### src/rtl/branch_redirect_ctrl_if.sv
// Front-end redirect bus between the EX/hazard side (master) and the redirect sequencer (slave).
// The master drives branch resolution and fetch status; the slave returns PC/pipeline controls.
interface branch_redirect_ctrl_if #(
  parameter int PC_W = 9
);
  logic            ex_valid;
  logic            ex_pcsel;
  logic [31:0]     ex_brpc;
  logic            stall_req;
  logic            fetch_ready;
  logic            pc_redirect;
  logic [PC_W-1:0] redirect_pc;
  logic            pc_write_en;
  logic            ifid_write_en;
  logic            flush_ifid;
  logic            flush_idex;

  modport master (
    output ex_valid, ex_pcsel, ex_brpc, stall_req, fetch_ready,
    input  pc_redirect, redirect_pc, pc_write_en, ifid_write_en, flush_ifid, flush_idex
  );

  modport slave (
    input  ex_valid, ex_pcsel, ex_brpc, stall_req, fetch_ready,
    output pc_redirect, redirect_pc, pc_write_en, ifid_write_en, flush_ifid, flush_idex
  );
endinterface

### src/rtl/branch_redirect_ctrl.sv
// Sequences front-end redirection for taken branches resolved in EX, holding the redirect
// while fetch is busy, merging load-use stalls and keeping saturating perf counters.
module branch_redirect_ctrl #(
  parameter int PC_W  = 9,
  parameter int CNT_W = 16
) (
  input  logic                   clk,
  input  logic                   reset,
  branch_redirect_ctrl_if.slave  bus,
  input  logic                   cnt_clr,
  output logic                   target_err,
  output logic [CNT_W-1:0]       taken_cnt,
  output logic [CNT_W-1:0]       hold_cnt
);

  localparam logic [0:0] ST_RUN  = 1'b0;
  localparam logic [0:0] ST_HOLD = 1'b1;

  logic [0:0]      state, state_nxt;
  logic [PC_W-1:0] pend_tgt;
  logic [PC_W-1:0] tgt;
  logic            in_hold;
  logic            taken;
  logic            bad_tgt;
  logic            latch_tgt;
  logic            redirect_done;

  // During reset the outputs behave as RUN with no valid instruction in EX.
  assign in_hold = (state == ST_HOLD) && !reset;
  assign taken   = !in_hold && !reset && bus.ex_valid && bus.ex_pcsel;
  assign tgt     = {bus.ex_brpc[PC_W-1:2], 2'b00};
  assign bad_tgt = (|bus.ex_brpc[1:0]) || (|bus.ex_brpc[31:PC_W]);

  always_comb begin
    // NOTE: every output gets a default first so no path through this block infers a latch.
    state_nxt         = state;
    latch_tgt         = 1'b0;
    redirect_done     = 1'b0;
    bus.pc_redirect   = 1'b0;
    bus.redirect_pc   = pend_tgt;
    bus.pc_write_en   = 1'b1;
    bus.ifid_write_en = 1'b1;
    bus.flush_ifid    = 1'b0;
    bus.flush_idex    = 1'b0;

    if (in_hold) begin
      // Wrong-path bubbles keep flowing until fetch takes the pending target.
      bus.flush_ifid  = 1'b1;
      bus.flush_idex  = 1'b1;
      bus.pc_redirect = bus.fetch_ready;
      bus.pc_write_en = bus.fetch_ready;
      redirect_done   = bus.fetch_ready;
      if (bus.fetch_ready) state_nxt = ST_RUN;
    end else if (taken) begin
      bus.flush_ifid = 1'b1;
      bus.flush_idex = 1'b1;
      if (bus.fetch_ready) begin
        bus.pc_redirect = 1'b1;
        bus.redirect_pc = tgt;
        redirect_done   = 1'b1;
      end else begin
        bus.pc_write_en = 1'b0;
        latch_tgt       = 1'b1;
        state_nxt       = ST_HOLD;
      end
    end else begin
      bus.pc_write_en   = !bus.stall_req;
      bus.ifid_write_en = !bus.stall_req;
      bus.flush_idex    = bus.stall_req;
    end
  end

  always_ff @(posedge clk) begin
    // NOTE: non-blocking assignments so every register samples pre-edge values.
    if (reset) begin
      state      <= ST_RUN;
      pend_tgt   <= '0;
      target_err <= 1'b0;
      taken_cnt  <= '0;
      hold_cnt   <= '0;
    end else begin
      state <= state_nxt;
      if (latch_tgt) pend_tgt <= tgt;
      if (taken && bad_tgt) target_err <= 1'b1;

      // Clear beats a same-cycle increment; increments stop at all-ones.
      if (cnt_clr) begin
        taken_cnt <= '0;
        hold_cnt  <= '0;
      end else begin
        if (redirect_done && !(&taken_cnt)) taken_cnt <= taken_cnt + 1'b1;
        if (in_hold && !(&hold_cnt))        hold_cnt  <= hold_cnt + 1'b1;
      end
    end
  end

endmodule

### src/flat_wrapper.sv
// flat-port wrapper written by rule: the top's interface ports become plain ports
module branch_redirect_ctrl_flat 
#(
  parameter int PC_W  = 9,
  parameter int CNT_W = 16
)
  (clk, reset, cnt_clr, target_err, taken_cnt, hold_cnt, bus_ex_valid, bus_ex_pcsel, bus_ex_brpc, bus_stall_req, bus_fetch_ready, bus_pc_redirect, bus_redirect_pc, bus_pc_write_en, bus_ifid_write_en, bus_flush_ifid, bus_flush_idex);
  branch_redirect_ctrl_if #(.PC_W(PC_W)) bus_i ();
  input  logic clk;
  input  logic reset;
  input  logic cnt_clr;
  output logic target_err;
  output logic [CNT_W-1:0] taken_cnt;
  output logic [CNT_W-1:0] hold_cnt;
  input wire logic [$bits(bus_i.ex_valid)-1:0] bus_ex_valid;
  input wire logic [$bits(bus_i.ex_pcsel)-1:0] bus_ex_pcsel;
  input wire logic [$bits(bus_i.ex_brpc)-1:0] bus_ex_brpc;
  input wire logic [$bits(bus_i.stall_req)-1:0] bus_stall_req;
  input wire logic [$bits(bus_i.fetch_ready)-1:0] bus_fetch_ready;
  output wire logic [$bits(bus_i.pc_redirect)-1:0] bus_pc_redirect;
  output wire logic [$bits(bus_i.redirect_pc)-1:0] bus_redirect_pc;
  output wire logic [$bits(bus_i.pc_write_en)-1:0] bus_pc_write_en;
  output wire logic [$bits(bus_i.ifid_write_en)-1:0] bus_ifid_write_en;
  output wire logic [$bits(bus_i.flush_ifid)-1:0] bus_flush_ifid;
  output wire logic [$bits(bus_i.flush_idex)-1:0] bus_flush_idex;
  assign bus_i.ex_valid = bus_ex_valid;
  assign bus_i.ex_pcsel = bus_ex_pcsel;
  assign bus_i.ex_brpc = bus_ex_brpc;
  assign bus_i.stall_req = bus_stall_req;
  assign bus_i.fetch_ready = bus_fetch_ready;
  assign bus_pc_redirect = bus_i.pc_redirect;
  assign bus_redirect_pc = bus_i.redirect_pc;
  assign bus_pc_write_en = bus_i.pc_write_en;
  assign bus_ifid_write_en = bus_i.ifid_write_en;
  assign bus_flush_ifid = bus_i.flush_ifid;
  assign bus_flush_idex = bus_i.flush_idex;
  branch_redirect_ctrl #(.PC_W(PC_W), .CNT_W(CNT_W)) u_core (.clk(clk), .reset(reset), .bus(bus_i), .cnt_clr(cnt_clr), .target_err(target_err), .taken_cnt(taken_cnt), .hold_cnt(hold_cnt));
endmodule
### config.mk
export PLATFORM = sky130hd
export DESIGN_NAME = branch_redirect_ctrl_flat
export DESIGN_NICKNAME = d
export VERILOG_FILES = /design/src/rtl/branch_redirect_ctrl_if.sv /design/src/rtl/branch_redirect_ctrl.sv /design/src/flat_wrapper.sv
export SDC_FILE = /design/constraint.sdc
export NUM_CORES = 1
export LEC_CHECK = 0
export CORE_UTILIZATION = 44
export DETAILED_ROUTE_END_ITERATION = 8
export PLACE_DENSITY = 0.87
export SLEW_MARGIN = 20
export SYNTH_ARGS = -nofsm -noshare
export SYNTH_HDL_FRONTEND = slang
export SYNTH_SLANG_ARGS = --single-unit
### constraint.sdc
create_clock -name clk -period 2.4 [get_ports clk]
set_clock_uncertainty 0.15 [all_clocks]
set_input_delay 0.48 -clock clk [delete_from_list [all_inputs] [get_ports clk]]
set_output_delay 0.48 -clock clk [all_outputs]
set_load 0.01 [all_outputs]
==> metrics, run 1 <==
ant diodes=0; pre-CTS setup slack=-546 ps; r2r worst-path depth=4; Seq pwr share=47.8%; initial antenna violation count=0; worst path cell trace=dlygate4sd2_1 > nand3b_1 > buf_6 > mux2_2 > dlygate4sd2_1; clock power share=39.8%; TritonCTS Buffers=5; Vias/cell=5.75; fin. max-slew vios=0; outcome=finished, final reports clean; worst vdd ir=0.000245 V; drt pass-1 iters=4; Post-Synthesis Cell Area=2230 um2; Wirelength per Cell=14.4 um; FP Rows=25; layer with the highest usage=met2; ys async rst share=0%; top_reg_cell synth=dfxtp_1; Inst Count DP=429; Switching Share=21.6%; crit path to=bus_redirect_pc[8]; die area=5360 um2; Worst-Margin Slew=650 ps; CORE AREA=4790 um2; CTS sink cnt=41; Crit. path cell count=5; crit path kind=primary input to primary output; hpwl dp=4820 um; commonest non-fill, non-tap cell in the layout=clkdlybuf4s50_1; Setup WS post-layout=78.4 ps; post-synthesis sequential area ratio=36.8%; Slew HR=56.3%; syn avg cell area=8.41 um2; grt met2 use=43.7%; clock transition at the registers of the reported paths=80 ps; WL final=6350 um; reg2reg end=u_core.hold_cnt[13]; Fillers=356; Leak=1.23 nW; critical path peak fanout=6; Clock Latency Late Sink=290 ps; number of global-route vias before repair=2352; critical path startpoint category=primary input; Fin. Hold Viols=0; Root Driver=clkbuf_8; crit-path leading delay family=buffers and inverters; worst setup path startpoint=bus_fetch_ready; nets@finish=414; Port Buf Inserts=83; Pint=1.13 mW; Comb power frac=12.4%; R2R Setup Slk=310 ps; CTS tree=done; DRT iter0 DRCs=224; Final ANT Viol Nets=0; Yosys reg bits=41; layout cell share with drive strength beyond 1=16.6%; maxcap violations=0; synth unique cells=42; DRC viols=0; CP Data Arrival Time=1690 ps; post-route cell area=3430 um2; unrepaired setup endpoints after global routing=no; minimum clock period=2320 ps; Worst Setup End Kind=primary output; final worst path period share=96.7%; Critical Path RT=1770 ps; met3 Use GR=6.63%; Area Overhead vs Synth=53.8%; die height=73.2 um; Total Neg Setup Slack=0 ps; grt met1 use=28.8%; largest net degree at the start of global routing=16; PwrDens=421 nW/um2; WP buf/inv=3; global-route wire length before repair=10400 um; Initial Util=46.6%; non-filler cells in the finished layout=441; Final GP Congestion=0.857; Fmax=431 MHz; Syn. warnings=0; via count=2535; r2r startpoint=u_core.hold_cnt[5]; CTS HTree Levels=2; Crit path top cell by count=dlygate4sd2_1; most frequent cells in the layout=clkdlybuf4s50_1 (68), dfxtp_1 (40), buf_4 (29); P_sw=0.311 mW; Min-Delay Path Class=flop to flop; Total GRT Usage=24.6%; Clock Tree Buf Depth=2; largest stage delay on the critical path=330 ps; grt total ovfl=0; final setup violating endpoints=0; DP Area=3280 um2; Die Width=73.2 um; Mapped Cells=265; slowest CP cell=mux2_2; Post-synth EDFFs=0; io pins=86
sequential cells by signal (all words and copies together) (netlist names):
| register | cells |
|---|---|
| u_core.hold_cnt | 16 |
| u_core.taken_cnt | 16 |
| u_core.pend_tgt | 7 |
| u_core.state | 1 |
| u_core.target_err | 1 |
per-stage QoR:
stage | util [%] | hold slack (ps) | power (mW)
detailed placement | 68.5 | 297 | 0.882
CTS | 71.5 | 314 | 1.44
finish | 71.6 | 308 | 1.44
global placement | 68.5 | 284 | 0.878
floorplan | - | 304 | 0.762
global route | 71.6 | 339 | 1.49
cell families after synthesis:
kind of cell | Yosys count | share of synthesized area (%)
and+or+nand+nor | 128 | 32.3
AOI/OAI and AO/OA | 53 | 15.5
DFF | 41 | 36.8
muxes | 22 | 10.3
buffers and inverters | 18 | 3.76
adders and majority gates | 2 | 1.12
other | 1 | 0.168
tightest hold or removal path: cells and delay by family, from the launching register on:
kind / cells / cell delay (ps)
buf+inv: 1 / 50
flops: 1 / 320
compound gates: 1 / 50
power groups by stage:
| stage | combinational (mW) | clock, mW | sequential, mW |
|---|---|---|---|
| after floorplan | 0.0592 | 0 | 0.703 |
| after global placement | 0.175 | 0 | 0.704 |
| after detailed placement | 0.178 | 0 | 0.704 |
| after CTS | 0.176 | 0.575 | 0.688 |
| after global routing | 0.191 | 0.606 | 0.689 |
| final | 0.179 | 0.574 | 0.689 |
timing repair:
| action | CTS | global route |
|---|---|---|
| hold buffers | 0 | 0 |
| setup buffers | 4 | 0 |
| gates resized for setup | 26 | 9 |
| endpoints found under the setup margin | 12 | 10 |
| pin swaps | 1 | 1 |
worst min-delay path by stage:
stage	depth (start not counted)	end	slack (ps)	start
2_1_floorplan	2	u_core.pend_tgt[2]	300	u_core.pend_tgt[2]
3_3_place_gp	2	u_core.target_err	280	u_core.target_err
3_5_place_dp	2	u_core.target_err	300	u_core.target_err
4_1_cts	2	u_core.target_err	310	u_core.target_err
5_1_grt	2	u_core.target_err	340	u_core.target_err
6_report	2	u_core.target_err	310	u_core.target_err
cell usage after synthesis (all sizes together) (5+ instances only):
master | count | area share [%]
a211oi | 6 | 2.0
a21oi | 16 | 3.6
clkbuf | 9 | 1.5
dfxtp | 41 | 37
inv | 5 | 0.84
mux2 | 7 | 3.5
mux2i | 15 | 6.7
nand2 | 28 | 4.7
nand3 | 11 | 2.5
nand4 | 11 | 3.4
nor2 | 17 | 2.9
nor3 | 7 | 1.6
nor4 | 14 | 4.5
o21ai | 9 | 2.0
o31ai | 7 | 2.4
or3 | 13 | 3.6
or4 | 8 | 2.7
layer usage:
layer | wire, um | up-vias
li1 | - | 1236
met1 | 2710 | 1182
met2 | 3180 | 113
met3 | 429 | 4
met4 | 31 | 0
met5 | 0 | -
area by class of cell:
| class | instances | area, um2 | share of cell area, % |
|---|---|---|---|
| Clock inverter | 1 | 30.0 | 0.876 |
| Tap cell | 67 | 83.8 | 2.45 |
| Inverter | 5 | 18.8 | 0.547 |
| Clock buffer | 7 | 86.3 | 2.52 |
| Sequential cell | 41 | 822 | 24.0 |
| Multi-Input combinational cell | 207 | 1350 | 39.5 |
| Timing Repair Buffer | 113 | 1030 | 30.2 |
Power figures use the tool's default switching activity.
==> run 2, diff against run 1 <==
--- a/config.mk
+++ b/config.mk
@@ -5,10 +5,14 @@
 export SDC_FILE = /design/constraint.sdc
 export NUM_CORES = 1
 export LEC_CHECK = 0
-export CORE_UTILIZATION = 44
+export ABC_CLOCK_PERIOD_IN_PS = 2400
+export CELL_PAD_IN_SITES_DETAIL_PLACEMENT = 0
+export CELL_PAD_IN_SITES_GLOBAL_PLACEMENT = 1
+export CORE_UTILIZATION = 31
 export DETAILED_ROUTE_END_ITERATION = 8
-export PLACE_DENSITY = 0.87
+export PLACE_DENSITY = 0.86
 export SLEW_MARGIN = 20
 export SYNTH_ARGS = -nofsm -noshare
 export SYNTH_HDL_FRONTEND = slang
 export SYNTH_SLANG_ARGS = --single-unit
+export TNS_END_PERCENT = 1
==> metrics, run 2 (same netlist as run 1, synthesis figures left out) <==
most frequent cells in the layout=clkdlybuf4s50_1 (69), dfxtp_1 (41), buf_4 (30); Clock Tree Buf Depth=2; initial antenna violation count=0; ant diodes=0; non-filler cells in the finished layout=470; critical path peak fanout=15; layout cell share with drive strength beyond 1=15.2%; Worst-Margin Slew=583 ps; Area Overhead vs Synth=53.1%; die area=7540 um2; PwrDens=386 nW/um2; Fmax=427 MHz; post-route cell area=3410 um2; commonest non-fill, non-tap cell in the layout=clkdlybuf4s50_1; Root Driver=clkbuf_8; global-route wire length before repair=10100 um; # hold bufs at CTS=0; nets@finish=414; maxcap violations=0; CTS sink cnt=41; hpwl dp=4800 um; critical path startpoint category=primary input; CTS HTree Levels=2; final worst path period share=97.6%; Clock Latency Late Sink=300 ps; Min-Delay Path Class=flop to flop; number of global-route vias before repair=2219; Final GP Congestion=0.786; Worst Setup End Kind=primary output; crit path kind=primary input to primary output; pre-CTS setup slack=-550 ps; Fin. Hold Viols=0; WP buf/inv=3; Inst Count DP=459; slowest CP cell=clkdlybuf4s50_1; largest net degree at the start of global routing=16; TritonCTS Buffers=5; Power Total=1.32 mW; R2R Setup Slk=340 ps; via count=2456; fin. max-slew vios=0; Slew HR=60.7%; Setup WS post-layout=58.3 ps; Final ANT Viol Nets=0; DRC viols=0; Wirelength per Cell=13.4 um; Min Hold Slack=307 ps; CTS tree=done; drt pass-1 iters=4; grt total ovfl=0; Total Neg Setup Slack=0 ps; minimum clock period=2340 ps; worst vdd ir=0.000187 V; DRT iter0 DRCs=90; unrepaired setup endpoints after global routing=no; WL final=6290 um; Total GRT Usage=17.0%; Vias/cell=5.23; worst path cell trace=dlygate4sd2_1 > buf_4 > o21ai_0 > clkdlybuf4s50_1; FP Rows=30; CORE AREA=6870 um2; crit-path leading delay family=buffers and inverters; DP Area=3320 um2; Initial Util=32.5%; Die Width=86.8 um; Port Buf Inserts=83; CP Data Arrival Time=1710 ps; Fillers=663; Final Util=49.7%; Regs by FF count=u_core.hold_cnt: 16 flops, u_core.taken_cnt: 16 flops, u_core.pend_tgt: 7 flops; outcome=finished, final reports clean; Leak=1.23 nW; Critical Path RT=1770 ps; clock transition at the registers of the reported paths=80 ps; die height=86.8 um; io pins=86; largest stage delay on the critical path=570 ps; final setup violating endpoints=0
run 2: final timing paths:
kind | endpoint | cells after the start | startpoint
worst max-delay path | bus_ifid_write_en | 4 | reset
worst min-delay path | u_core.target_err | 2 | u_core.target_err
worst max register to register | u_core.hold_cnt[13] | 5 | u_core.state
worst min register to register | u_core.target_err | 2 | u_core.target_err
run 2: repair_timing:
action / in CTS / in global routing
pin swaps: 1 / 1
endpoints found under the setup margin: 13 / 7
resized for setup: 17 / 5
buffers inserted: 2 / 1
run 2: final cells by class:
type | instances | area [um2] | area share [%]
multi-input combinational | 207 | 1340 | 39.3
timing repair buffer | 113 | 1030 | 30.2
sequential | 41 | 821 | 24.0
tap | 96 | 120 | 3.52
clock buffer | 6 | 72.6 | 2.13
inverter | 5 | 18.8 | 0.550
clock inverter | 2 | 10.0 | 0.293
run 2: metal layers:
metal,wire length [um],up-vias,GRT usage [%]
li1,-,1235,-
met1,2990,1133,22.0
met2,2840,81,27.3
met3,374,7,4.48
met4,79,0,5.45
met5,0,-,0
run 2: power breakdown:
part           total, mW  switching [mW]  internal, mW
clock network      0.453           0.251         0.202
logic              0.176          0.0696         0.106
registers          0.688         0.00366         0.684
run 2: worst register-to-register path: cells and delay by family (launching register included):
family	cells	cell delay, ps
flip-flops	1	400
buffers and inverters	1	180
AO/OA/AOI/OAI	1	150
AND/OR/NAND/NOR	3	1130
==> run 3, diff against run 2 <==
--- a/config.mk
+++ b/config.mk
@@ -6,9 +6,9 @@
 export NUM_CORES = 1
 export LEC_CHECK = 0
 export ABC_CLOCK_PERIOD_IN_PS = 2400
-export CELL_PAD_IN_SITES_DETAIL_PLACEMENT = 0
-export CELL_PAD_IN_SITES_GLOBAL_PLACEMENT = 1
-export CORE_UTILIZATION = 31
+export CELL_PAD_IN_SITES_DETAIL_PLACEMENT = 1
+export CELL_PAD_IN_SITES_GLOBAL_PLACEMENT = 2
+export CORE_UTILIZATION = 24
 export DETAILED_ROUTE_END_ITERATION = 8
 export PLACE_DENSITY = 0.86
 export SLEW_MARGIN = 20
==> metrics, run 3 (same netlist as run 1, synthesis figures left out) <==
Initial Util=25.2%; largest net degree at the start of global routing=16; fin. max-slew vios=0; Worst-Margin Slew=604 ps; CORE AREA=8850 um2; clock power share=34.5%; Inst Count DP=473; CTS HTree Levels=2; nets@finish=418; # hold bufs at CTS=0; Leak=1.23 nW; DRC viols=0; number of global-route vias before repair=2654; Root Driver=clkbuf_8; via count=2528; FP Rows=34; critical path startpoint category=primary input; unrepaired setup endpoints after global routing=no; commonest non-fill, non-tap cell in the layout=clkdlybuf4s50_1; critical path peak fanout=7; die area=9680 um2; Final Util=39.1%; Critical Path RT=1770 ps; minimum clock period=2330 ps; Clock Latency Late Sink=300 ps; DRT iter0 DRCs=52; layout cell share with drive strength beyond 1=18.0%; CTS sink cnt=41; pre-CTS setup slack=-464 ps; CTS tree=done; io pins=86; Fillers=1072; non-filler cells in the finished layout=486; Fmax=430 MHz; P_sw=0.335 mW; maxcap violations=0; Total GRT Usage=15.6%; Wirelength per Cell=14.8 um; Seq pwr share=51.7%; crit path kind=primary input to primary output; Regs by FF count=u_core.hold_cnt: 16 flops, u_core.taken_cnt: 16 flops, u_core.pend_tgt: 7 flops; Worst Setup End Kind=primary output; initial antenna violation count=0; Clock Tree Buf Depth=2; Fin. Hold Viols=0; Final ANT Viol Nets=0; final worst path period share=97.0%; PwrDens=384 nW/um2; global-route wire length before repair=12500 um; worst vdd ir=0.000187 V; outcome=finished, final reports clean; ant diodes=0; Setup WS post-layout=71.8 ps; Pint=0.995 mW; TritonCTS Buffers=5; final setup violating endpoints=0; Area Overhead vs Synth=55.3%; clock transition at the registers of the reported paths=80 ps; Comb power frac=13.7%; WL final=7190 um; Port Buf Inserts=83; grt total ovfl=0; hpwl dp=5540 um; Slew HR=59.3%; most frequent cells in the layout=clkdlybuf4s50_1 (68), dfxtp_1 (41), buf_4 (33); Min-Delay Path Class=flop to flop; Switching Share=25.2%; Vias/cell=5.20; CP Data Arrival Time=1700 ps; Final GP Congestion=0.782; Die Width=98.4 um; die height=98.4 um; drt pass-1 iters=6
run 3: metal layers:
metal	part of all wire, %	global-route usage, %
met1	46	19.1
met2	48	26.9
met3	5.1	3.51
met4	1.6	5.74
met5	0	0
run 3: layout make-up:
cell class | count | area (um2) | area share, %
tap | 108 | 135 | 3.90
inverter | 5 | 18.8 | 0.542
multi-input combinational | 207 | 1340 | 38.7
sequential | 41 | 821 | 23.7
clock inverter | 3 | 17.5 | 0.506
timing repair buffer | 117 | 1060 | 30.7
clock buffer | 5 | 68.8 | 1.99
run 3: worst paths after layout:
kind / from / to / slack (ps) / depth (start not counted)
hold reg to reg: u_core.target_err / u_core.target_err / 310 / 2
hold / removal: u_core.target_err / u_core.target_err / 310 / 2
setup reg to reg: u_core.state / u_core.hold_cnt[13] / 280 / 5
setup / recovery: bus_ex_valid / bus_redirect_pc[4] / 70 / 7
run 3: stage by stage:
step	power, mW	TNS, ps	hold WS, ps	cell area (um2)
after CTS	1.35	0	310	3480
after global placement	0.882	-5120	287	3350
final	1.33	0	307	3460
after global routing	1.39	0	354	3460
after floorplan	0.762	0	304	2230
after detailed placement	0.886	-5920	297	3350
run 3: timing repair:
action / 4_1_cts / 5_1_grt
buffers inserted: 5 / 0
gates resized for setup: 30 / 7
endpoints found under the setup margin: 13 / 7
cloned: 0 / 0
pin swaps: 2 / 1
run 3: power groups by stage:
stage,clock network [mW],registers [mW],logic (mW)
3_3_place_gp,0,0.704,0.178
6_report,0.459,0.688,0.182
3_5_place_dp,0,0.704,0.182
5_1_grt,0.504,0.689,0.197
2_1_floorplan,0,0.703,0.0592
4_1_cts,0.481,0.688,0.184
run 3: critical path, stage by stage:
cell             delay (ps)
dlygate4sd2_1           250
nand2_1                 100
nor2_2                   60
nand3b_1                100
buf_6                   140
mux2_2                  330
clkdlybuf4s15_2         220
